### config.mk
export PLATFORM = sky130hd
export DESIGN_NAME = proc_control_fsm
export DESIGN_NICKNAME = d
export VERILOG_FILES = /design/src/rtl/proc_control_fsm.sv
export SDC_FILE = /design/constraint.sdc
export NUM_CORES = 1
export LEC_CHECK = 0
export BUFFER_PORTS_ARGS = -buffer_cell sky130_fd_sc_hd__buf_2
export CAP_MARGIN = 15
export CORE_ASPECT_RATIO = 0.75
export CORE_UTILIZATION = 40
export CTS_CLUSTER_DIAMETER = 100
export DETAILED_ROUTE_END_ITERATION = 8
export GPL_TIMING_DRIVEN = 1
export PLACE_DENSITY = 0.77
export SLEW_MARGIN = 20
export SYNTH_ARGS = -nofsm -noshare
export SYNTH_HDL_FRONTEND = slang
export SYNTH_SLANG_ARGS = --single-unit
### constraint.sdc
create_clock -name Clock -period 1.9 [get_ports Clock]
set_input_delay 0.38 -clock Clock [delete_from_list [all_inputs] [get_ports Clock]]
set_output_delay 0.38 -clock Clock [all_outputs]
set_load 0.05 [all_outputs]
### src/rtl/proc_control_fsm.sv
// proc_control_fsm: instruction sequencer for the 8-register bus processor.
// Fetches a 9-bit instruction from DIN and steps it through T0..T3.
module proc_control_fsm #(
    parameter int DATA_W = 16,
    parameter int IR_LSB = 0
) (
    input  logic              Clock,
    input  logic              Resetn,
    input  logic              Run,
    input  logic [DATA_W-1:0] DIN,
    output logic [8:0]        IR,
    output logic              IRin,
    output logic [7:0]        Rout,
    output logic              Gout,
    output logic              DINout,
    output logic [7:0]        Rin,
    output logic              Ain,
    output logic              Gin,
    output logic              AddSub,
    output logic              Done,
    output logic              Illegal
);

    typedef enum logic [1:0] {
        T0 = 2'd0,
        T1 = 2'd1,
        T2 = 2'd2,
        T3 = 2'd3
    } state_t;

    state_t state;
    state_t state_nxt;

    logic [2:0] op;
    logic [2:0] x;
    logic [2:0] y;
    logic [7:0] hot_x;
    logic [7:0] hot_y;

    logic is_mv;
    logic is_mvi;
    logic is_alu;
    logic is_ill;

    logic       irin_c;
    logic [7:0] rout_c;
    logic       gout_c;
    logic       dinout_c;
    logic [7:0] rin_c;
    logic       ain_c;
    logic       gin_c;
    logic       addsub_c;
    logic       done_c;
    logic       ill_c;

    logic unused_din;

    assign unused_din = ^DIN;

    assign op    = IR[8:6];
    assign x     = IR[5:3];
    assign y     = IR[2:0];
    assign hot_x = 8'b1000_0000 >> x;
    assign hot_y = 8'b1000_0000 >> y;

    assign is_ill = op[2];
    assign is_mv  = (op == 3'b000);
    assign is_mvi = (op == 3'b001);
    assign is_alu = (op[2:1] == 2'b01);

    // State register; reset aborts any instruction in flight.
    always_ff @(posedge Clock or negedge Resetn) begin
        if (!Resetn) begin
            state <= T0;
        end else begin
            state <= state_nxt;
        end
    end

    // Instruction register loads only on a fetch strobe.
    always_ff @(posedge Clock or negedge Resetn) begin
        if (!Resetn) begin
            IR <= '0;
        end else if (irin_c) begin
            IR <= DIN[IR_LSB+8:IR_LSB];
        end
    end

    // Next state and control strobes from state, IR and Run.
    always_comb begin
        state_nxt = state;
        irin_c    = 1'b0;
        rout_c    = '0;
        gout_c    = 1'b0;
        dinout_c  = 1'b0;
        rin_c     = '0;
        ain_c     = 1'b0;
        gin_c     = 1'b0;
        addsub_c  = 1'b0;
        done_c    = 1'b0;
        ill_c     = 1'b0;
        unique case (state)
            T0: begin
                if (Run) begin
                    irin_c    = 1'b1;
                    state_nxt = T1;
                end
            end
            T1: begin
                state_nxt = T0;
                unique case (1'b1)
                    is_ill: begin
                        done_c = 1'b1;
                        ill_c  = 1'b1;
                    end
                    is_mv: begin
                        rout_c = hot_y;
                        rin_c  = hot_x;
                        done_c = 1'b1;
                    end
                    is_mvi: begin
                        dinout_c = 1'b1;
                        rin_c    = hot_x;
                        done_c   = 1'b1;
                    end
                    is_alu: begin
                        rout_c    = hot_x;
                        ain_c     = 1'b1;
                        state_nxt = T2;
                    end
                endcase
            end
            T2: begin
                rout_c    = hot_y;
                gin_c     = 1'b1;
                addsub_c  = IR[6];
                state_nxt = T3;
            end
            T3: begin
                gout_c    = 1'b1;
                rin_c     = hot_x;
                done_c    = 1'b1;
                state_nxt = T0;
            end
        endcase
    end

    assign IRin    = irin_c & Resetn;
    assign Rout    = rout_c & {8{Resetn}};
    assign Gout    = gout_c & Resetn;
    assign DINout  = dinout_c & Resetn;
    assign Rin     = rin_c & {8{Resetn}};
    assign Ain     = ain_c & Resetn;
    assign Gin     = gin_c & Resetn;
    assign AddSub  = addsub_c & Resetn;
    assign Done    = done_c & Resetn;
    assign Illegal = ill_c & Resetn;

endmodule

Word level (Yosys, flattened, before mapping). Cells that the tools add are included.

Input bits: 19. Register bits: 11. Logic and storage cells: 44. Output and inout port bits: 33.

Reduce and logical (&&, ||, !) cells: 4. Muxes and demuxes: 20. Bitwise operators: 10. Shift operators: 2. Equal/unequal tests: 6.

Operators with widths (count): case mux 8 bit (2 select lines) (3); AND 8 bit (2); right shift 8 x 3 -> 8 bit, first input constant (2); 2-to-1 mux 1 bit (12); AND 1 bit (8); 2-to-1 mux 8 bit (1); case mux 2 bit (4 select lines) (1); == test 2 x 1 -> 1 bit, second input constant (2); == test 2 bit, second input constant (2); 2-to-1 mux 2 bit (2); == test 3 x 1 -> 1 bit, second input constant (1); logical NOT 3 bit (1); OR reduction 3 bit (1); logical NOT 2 bit (1); != test 2 bit, second input constant (1); case mux 1 bit (2 select lines) (1); OR reduction 2 bit (1).

Depth between registers and ports, before layout. Gate-level depths: netlist (run 1).

Word-level depth: 5. Gate-level depth with buffers: 5. Depth with buffers taken out: 5.

Worst setup path after synthesis (run 1). No wires, ideal clock.

Path type: reg2out. Start point: register IR[8]. End point: output port Rout[2]. Arrival time: 2.304 ns. Buffers on the path: 0. Slack: -0.784 ns. Stages on the path, launching flop included: 4. Data required time: 1.520 ns. Cells stage by stage: dfrtp_1 -> nor4b_4 -> nor2_2 -> o32ai_1.

Longest elaborated chain between the ends: 4. Elaborated cells on any way between the ends: 5. Classes of those cells: eq/ne (1); mux (2); bitwise (1); reduce/logical (1).

RTL lines: from (decl) (RTL line 11) `output logic [8:0] IR,`; from (signal assigned) (RTL line 85) `IR <= DIN[IR_LSB+8:IR_LSB];`; == test 2 x 1 -> 1 bit or logical NOT 3 bit (tied branches) (RTL line 69, 67); case mux 8 bit (2 select lines) * (RTL line 111) `unique case (1'b1)`; case mux 8 bit (2 select lines) * (RTL line 102) `unique case (state)`; AND 8 bit * (RTL line 149) `assign Rout = rout_c & {8{Resetn}};`; to (decl) (RTL line 13) `output logic [7:0] Rout,`.

Every way passes the cells marked *; elsewhere a longest branch is shown, timed or not.

Worst setup path after layout (run 1).
Start point: register state[0]. End point: output port Rout[4].

Longest elaborated chain between the ends: 3. Elaborated cells on any way between the ends: 4. Classes of those cells: eq/ne (2); mux (1); bitwise (1).

RTL lines: from (decl) (RTL line 31) `state_t state;`; from (signal assigned) (RTL line 76) `state <= state_nxt;`; == test 2 bit or == test 2 x 1 -> 1 bit (tied branches) (RTL line 102); case mux 8 bit (2 select lines) * (RTL line 102); AND 8 bit * (RTL line 149).

Marked as above.

==> flow_summary.json, run 1 <==
{
  "run_status": "finished, violations left",
  "violations": "negative setup slack",
  "reg2reg_depth": 4,
  "ys_seq_elements": 11,
  "synth_cell_type_count": 29,
  "drv_cap": 0,
  "worst_r2r_endpoint": "IR[3]",
  "critPathLaunchType": "flop",
  "relSlewSlack_pct": 67.1,
  "gp_congestion": 0.773,
  "reg2reg_setup_slack_ps": 440,
  "max_freq_mhz": 443,
  "setup_viol": 19,
  "synthTopCellsByArea": "dfrtp_1 (36%), mux2_2 (15%), ha_1 (6.5%)",
  "synthesis.area_per_instance_sq_um": 9.87,
  "synth.most_common_cell": "dfrtp_1",
  "syn_inst": 78,
  "synthArstFlopShare_pct": 100,
  "drt.antenna.violating_nets": 0,
  "hold_violations": 0,
  "area_delta_synth_final_pct": 112,
  "slew_violations": 0,
  "worst_hold_path_type": "input pin to async pin",
  "fp.coreArea_sq_um": 1770,
  "die-area_sq_um": 2110,
  "fin_setup_tns_ps": -4980,
  "fin_util_pct": 91.8,
  "wirelength_um": 3240,
  "grt_start_max_net_pins": 20,
  "cts_buffers": 3,
  "path_cells": "inv_2 > ha_4 > nand4b_1 > buf_4 > o22ai_4 > buf_6",
  "stdcell_area_sq_um": 1630,
  "dr.pass1.iters": 4,
  "cts_tree": "yes",
  "grt_remaining_overflow": 0,
  "grt_usage_pct": 32.7,
  "yosysSeqAreaShare_pct": 35.8,
  "clock_latency_ps": 270,
  "vias": 979,
  "synth_edf_count": 0,
  "grt_pass1_wl_um": 4690,
  "hpwlAfterDp_um": 2050,
  "cts.hold.buffers_added": 0,
  "route.detailed.drc": 0,
  "critPathMaxFanout": 6,
  "cp_slowest_cell": "dfrtp_2",
  "die_y_um": 40.0,
  "port_buffers": 44,
  "htreeDepth": 1,
  "ys.flop_type": "dfrtp_1",
  "yosys_warnings": 0,
  "io_pins": 52,
  "endpoint_kind": "output port",
  "nets": 165,
  "worstPathArrival_ps": 1880,
  "peakVddDrop_mv": 1.56,
  "clockBufferDepth": 2,
  "required_ps": 1520,
  "die_w_um": 52.6,
  "num_rows": 13,
  "viasPerCell": 6.01,
  "max_stage_delay_ps": 420,
  "syn_area_sq_um": 769,
  "antenna_found_initial": 0,
  "yosys.area.top_type": "dfrtp_1",
  "drive_gt1_share_pct": 78.7,
  "synth.top_cell.area_share_pct": 35.8,
  "worst_slack_ps": -356,
  "finalCritPeriodShare_pct": 119,
  "start_util_pct": 43.4,
  "place_area_sq_um": 1340,
  "p_leak_nw": 0.667,
  "routedWlPerCell_um": 19.8,
  "grt_pass1_vias": 930,
  "r2r-start": "state[0]",
  "clk_pin_slew_ps": 80,
  "rsz0062_at_grt": "yes",
  "crit_type": "flop to output port",
  "cts_root_buf": "clkbuf_4",
  "power_density_nw_per_um2": 1700,
  "clock_skew_ps": 17.7,
  "yosys-top-cells-count": "dfrtp_1 (11), mux2_2 (10), nor2_1 (6)",
  "worst_pin_slew_ps": 494,
  "drt_iter0_drc": 48,
  "syn-num-nets": 101,
  "antenna_cells": 0,
  "cts.sinks": 11,
  "post-route-min-period_ps": 2260
}
==> final cells by class <==
class                   instances  area (sq um)
clock buffers                   4          26.3
fillers                        57           145
inverters                       3          11.3
multi-input cells              62           767
flip-flops and latches         11           282
well taps                      22          27.5
repair buffers                 61           514
==> routing by layer <==
layer | global-route usage, % | vias up | share of wire, %
met1 | 40.2 | 465 | 38
li1 | - | 427 | -
met4 | 11.8 | 0 | 3.7
met3 | 7.95 | 13 | 7.3
met2 | 57.0 | 74 | 51
met5 | 0 | - | 0
==> state kept, by name, indices dropped and copies added, names as in the netlist, named ones only <==
| name | count |
|---|---|
| IR | 9 |
| state | 1 |
==> how the worst max path moves through the flow <==
stage,slack (ps),start,end
6_report,-360,state[0],Rout[4]
5_1_grt,-380,state[0],Rout[4]
4_1_cts,-290,flop,Rout[7]
3_5_place_dp,-150,state[0],Rout[4]
3_3_place_gp,-70,state[0],Rout[4]
2_1_floorplan,-170,flop,Rout[0]
==> stage by stage <==
step	setup slack (ps)	total power, mW	hold WS (ps)	cells
floorplan	-166	1.81	84.4	78
global placement	-71.0	2.18	457	156
detailed placement	-151	2.26	479	156
CTS	-292	2.64	222	162
global route	-379	2.87	244	163
finish	-356	2.77	219	163
==> cell families after synthesis <==
group | after synthesis | synth area share (%)
buffers and inverters | 5 | 2.60
AND/OR/NAND/NOR | 34 | 28.3
adder cells (fa/ha/maj) | 4 | 6.50
flip-flops | 11 | 35.8
AO/OA/AOI/OAI | 14 | 12.2
multiplexers | 10 | 14.6
==> power by group <==
| part | switching, mW | internal (mW) |
|---|---|---|
| clock | 0.0757 | 0.0809 |
| combinational | 1.29 | 0.724 |
| sequential | 0.239 | 0.363 |
==> what timing repair did <==
action	4_1_cts	5_1_grt
endpoints found under the setup margin	20	21
cloned	0	0
resized for setup	58	9
pin swaps	7	11
buffers inserted	4	2
==> placed cells by master, fill, tap and decap left out, types with 4 or more instances in the layout <==
cell type / Yosys / routed
dfrtp_1: 11 / 6
buf_8: 0 / 6
buf_4: 0 / 12
buf_6: 0 / 19
buf_2: 1 / 24
ha_4: 0 / 4
mux2_2: 10 / 10
nor3_4: 0 / 4
o32ai_4: 0 / 4
dfrtp_2: 0 / 5
nor2_4: 0 / 5
o22ai_4: 0 / 4
==> worst max-delay path, delay by kind of cell (launching register included) <==
kind / cells / cell delay [ps]
flip-flops: 1 / 420
AND/OR/NAND/NOR: 1 / 250
AO/OA/AOI/OAI: 1 / 130
buffers and inverters: 3 / 500
adder cells (fa/ha/maj): 1 / 290
Power figures use the tool's default switching activity.
==> run 2: changes to the inputs <==
--- a/config.mk
+++ b/config.mk
@@ -13,6 +13,7 @@
 export DETAILED_ROUTE_END_ITERATION = 8
 export GPL_TIMING_DRIVEN = 1
 export PLACE_DENSITY = 0.77
+export SKIP_LAST_GASP = 1
 export SLEW_MARGIN = 20
 export SYNTH_ARGS = -nofsm -noshare
 export SYNTH_HDL_FRONTEND = slang
==> flow_summary.json, run 2 (synthesis results as in run 1) <==
{
  "run_status": "finished, violations left",
  "violations": "negative setup slack",
  "antenna_found_initial": 0,
  "worst_slack_ps": -398,
  "preCtsSetupSlack_ps": -151,
  "regMostFlops": "IR",
  "grt_pass1_vias": 948,
  "crit_type": "flop to output port",
  "m1WireLength_um": 1410,
  "cts.hold.buffers_added": 0,
  "peakVddDrop_mv": 1.54,
  "finalPower_mw": 2.83,
  "route.detailed.drc": 0,
  "critPathMaxFanout": 5,
  "final_common_cell": "buf_2",
  "hpwlAfterDp_um": 2050,
  "viasPerCell": 6.04,
  "clock_skew_ps": 6.70,
  "cts_root_buf": "clkbuf_4",
  "r2r-start": "state[0]",
  "power_density_nw_per_um2": 1730,
  "path_cells": "inv_2 > ha_4 > nor4b_4 > o21ai_1 > buf_4 > o22ai_4 > buf_6",
  "setup_viol": 22,
  "layoutNonFillerInstCount": 165,
  "fin_util_pct": 92.4,
  "reg2reg_setup_slack_ps": 370,
  "worst_hold_path_type": "input pin to async pin",
  "slew_violations": 0,
  "drt_iter0_drc": 40,
  "clock_latency_ps": 270,
  "dp_cells": 156,
  "max_freq_mhz": 435,
  "clockBufferDepth": 2,
  "gp_congestion": 0.773,
  "grt_usage_pct": 34.7,
  "rsz0062_at_grt": "yes",
  "finalCritPeriodShare_pct": 121,
  "port_buffers": 44,
  "cts.sinks": 11,
  "hold_violations": 0,
  "timing.hold.ws_ps": 231,
  "num_rows": 13,
  "worst_pin_slew_ps": 506,
  "antenna_cells": 0,
  "clk_pin_slew_ps": 80,
  "area_delta_synth_final_pct": 113,
  "cp_slowest_cell": "dfrtp_1",
  "post-route-min-period_ps": 2300,
  "io_pins": 52,
  "routedWlPerCell_um": 22.0,
  "dr.pass1.iters": 4,
  "largest_reg_flops": 9,
  "die-area_sq_um": 2110,
  "htreeDepth": 1,
  "endpoint_kind": "output port",
  "start_util_pct": 43.4,
  "critPathLaunchType": "flop",
  "drive_gt1_share_pct": 78.3,
  "fp.coreArea_sq_um": 1770,
  "worstPathArrival_ps": 1920,
  "relSlewSlack_pct": 66.3,
  "cts_tree": "yes",
  "wirelength_um": 3630,
  "cts_buffers": 3,
  "grt_pass1_wl_um": 4910,
  "die_y_um": 40.0,
  "vias": 997,
  "wl_met3_um": 234,
  "required_ps": 1520,
  "dr_wl_met2_um": 1830,
  "grt_remaining_overflow": 0,
  "die_w_um": 52.6,
  "drv_cap": 0,
  "drt.antenna.violating_nets": 0,
  "reg_top3": "IR x9, state x1",
  "p_leak_nw": 0.675,
  "max_stage_delay_ps": 410,
  "layout_common_cells": "buf_2 (23), buf_6 (22), buf_4 (14)",
  "maxUsedRoutingLayer": "met4",
  "nets": 167,
  "grt_start_max_net_pins": 20
}
[run 2: changes by cell type in the layout (fill, tap and decap cells not counted)]
| cell | delta |
|---|---|
| buf_2 | -1 |
| buf_8 | -2 |
| and2_1 | +1 |
| and2_4 | -1 |
| buf_4 | +2 |
| buf_6 | +3 |
[run 2: timing repair]
item                                    4_1_cts  5_1_grt
endpoints found under the setup margin       20       22
resized for setup                            57        9
pin swaps                                     6        8
buffers inserted                              4        4
[run 2: per-stage QoR]
step                setup TNS [ps]  area (sq um)
detailed placement           -1680          1340
CTS                          -3740          1590
global placement              -663          1340
finish                       -6020          1640
global route                 -6820          1640
floorplan                    -1320           995
[run 2: final cells by class]
class                      count  area, sq um
sequential                    11          282
inverter                       3         11.3
multi-input combinational     62          764
tap                           22         27.5
clock buffer                   4         26.3
timing repair buffer          63          528
fill                          64          134
[run 2: layer usage]
metal	global-route usage (%)	up-vias
li1	-	429
met1	41.5	483
met2	61.1	67
met3	7.20	18
met4	16.4	0
met5	0	-
[run 2: final timing paths]
check                      cells past startpoint      end
min in group Clock                             2    IR[2]
max in group asynchronous                      2    IR[5]
hold reg to reg                                1    IR[3]
setup / recovery                               7  Rout[4]
hold / removal                                 2    IR[8]
setup reg to reg                               4    IR[4]
[run 2: critical path: cells and delay by family, from the launching register on]
family                   cells  cell delay, ps
AND/OR/NAND/NOR              1             300
AO/OA/AOI/OAI                2             250
buffers and inverters        3             510
adder cells (fa/ha/maj)      1             170
flip-flops                   1             410
[run 2: report_power, final]
group          internal (mW)  switching (mW)
Sequential             0.363           0.246
Combinational          0.738            1.32
Clock                 0.0811          0.0816
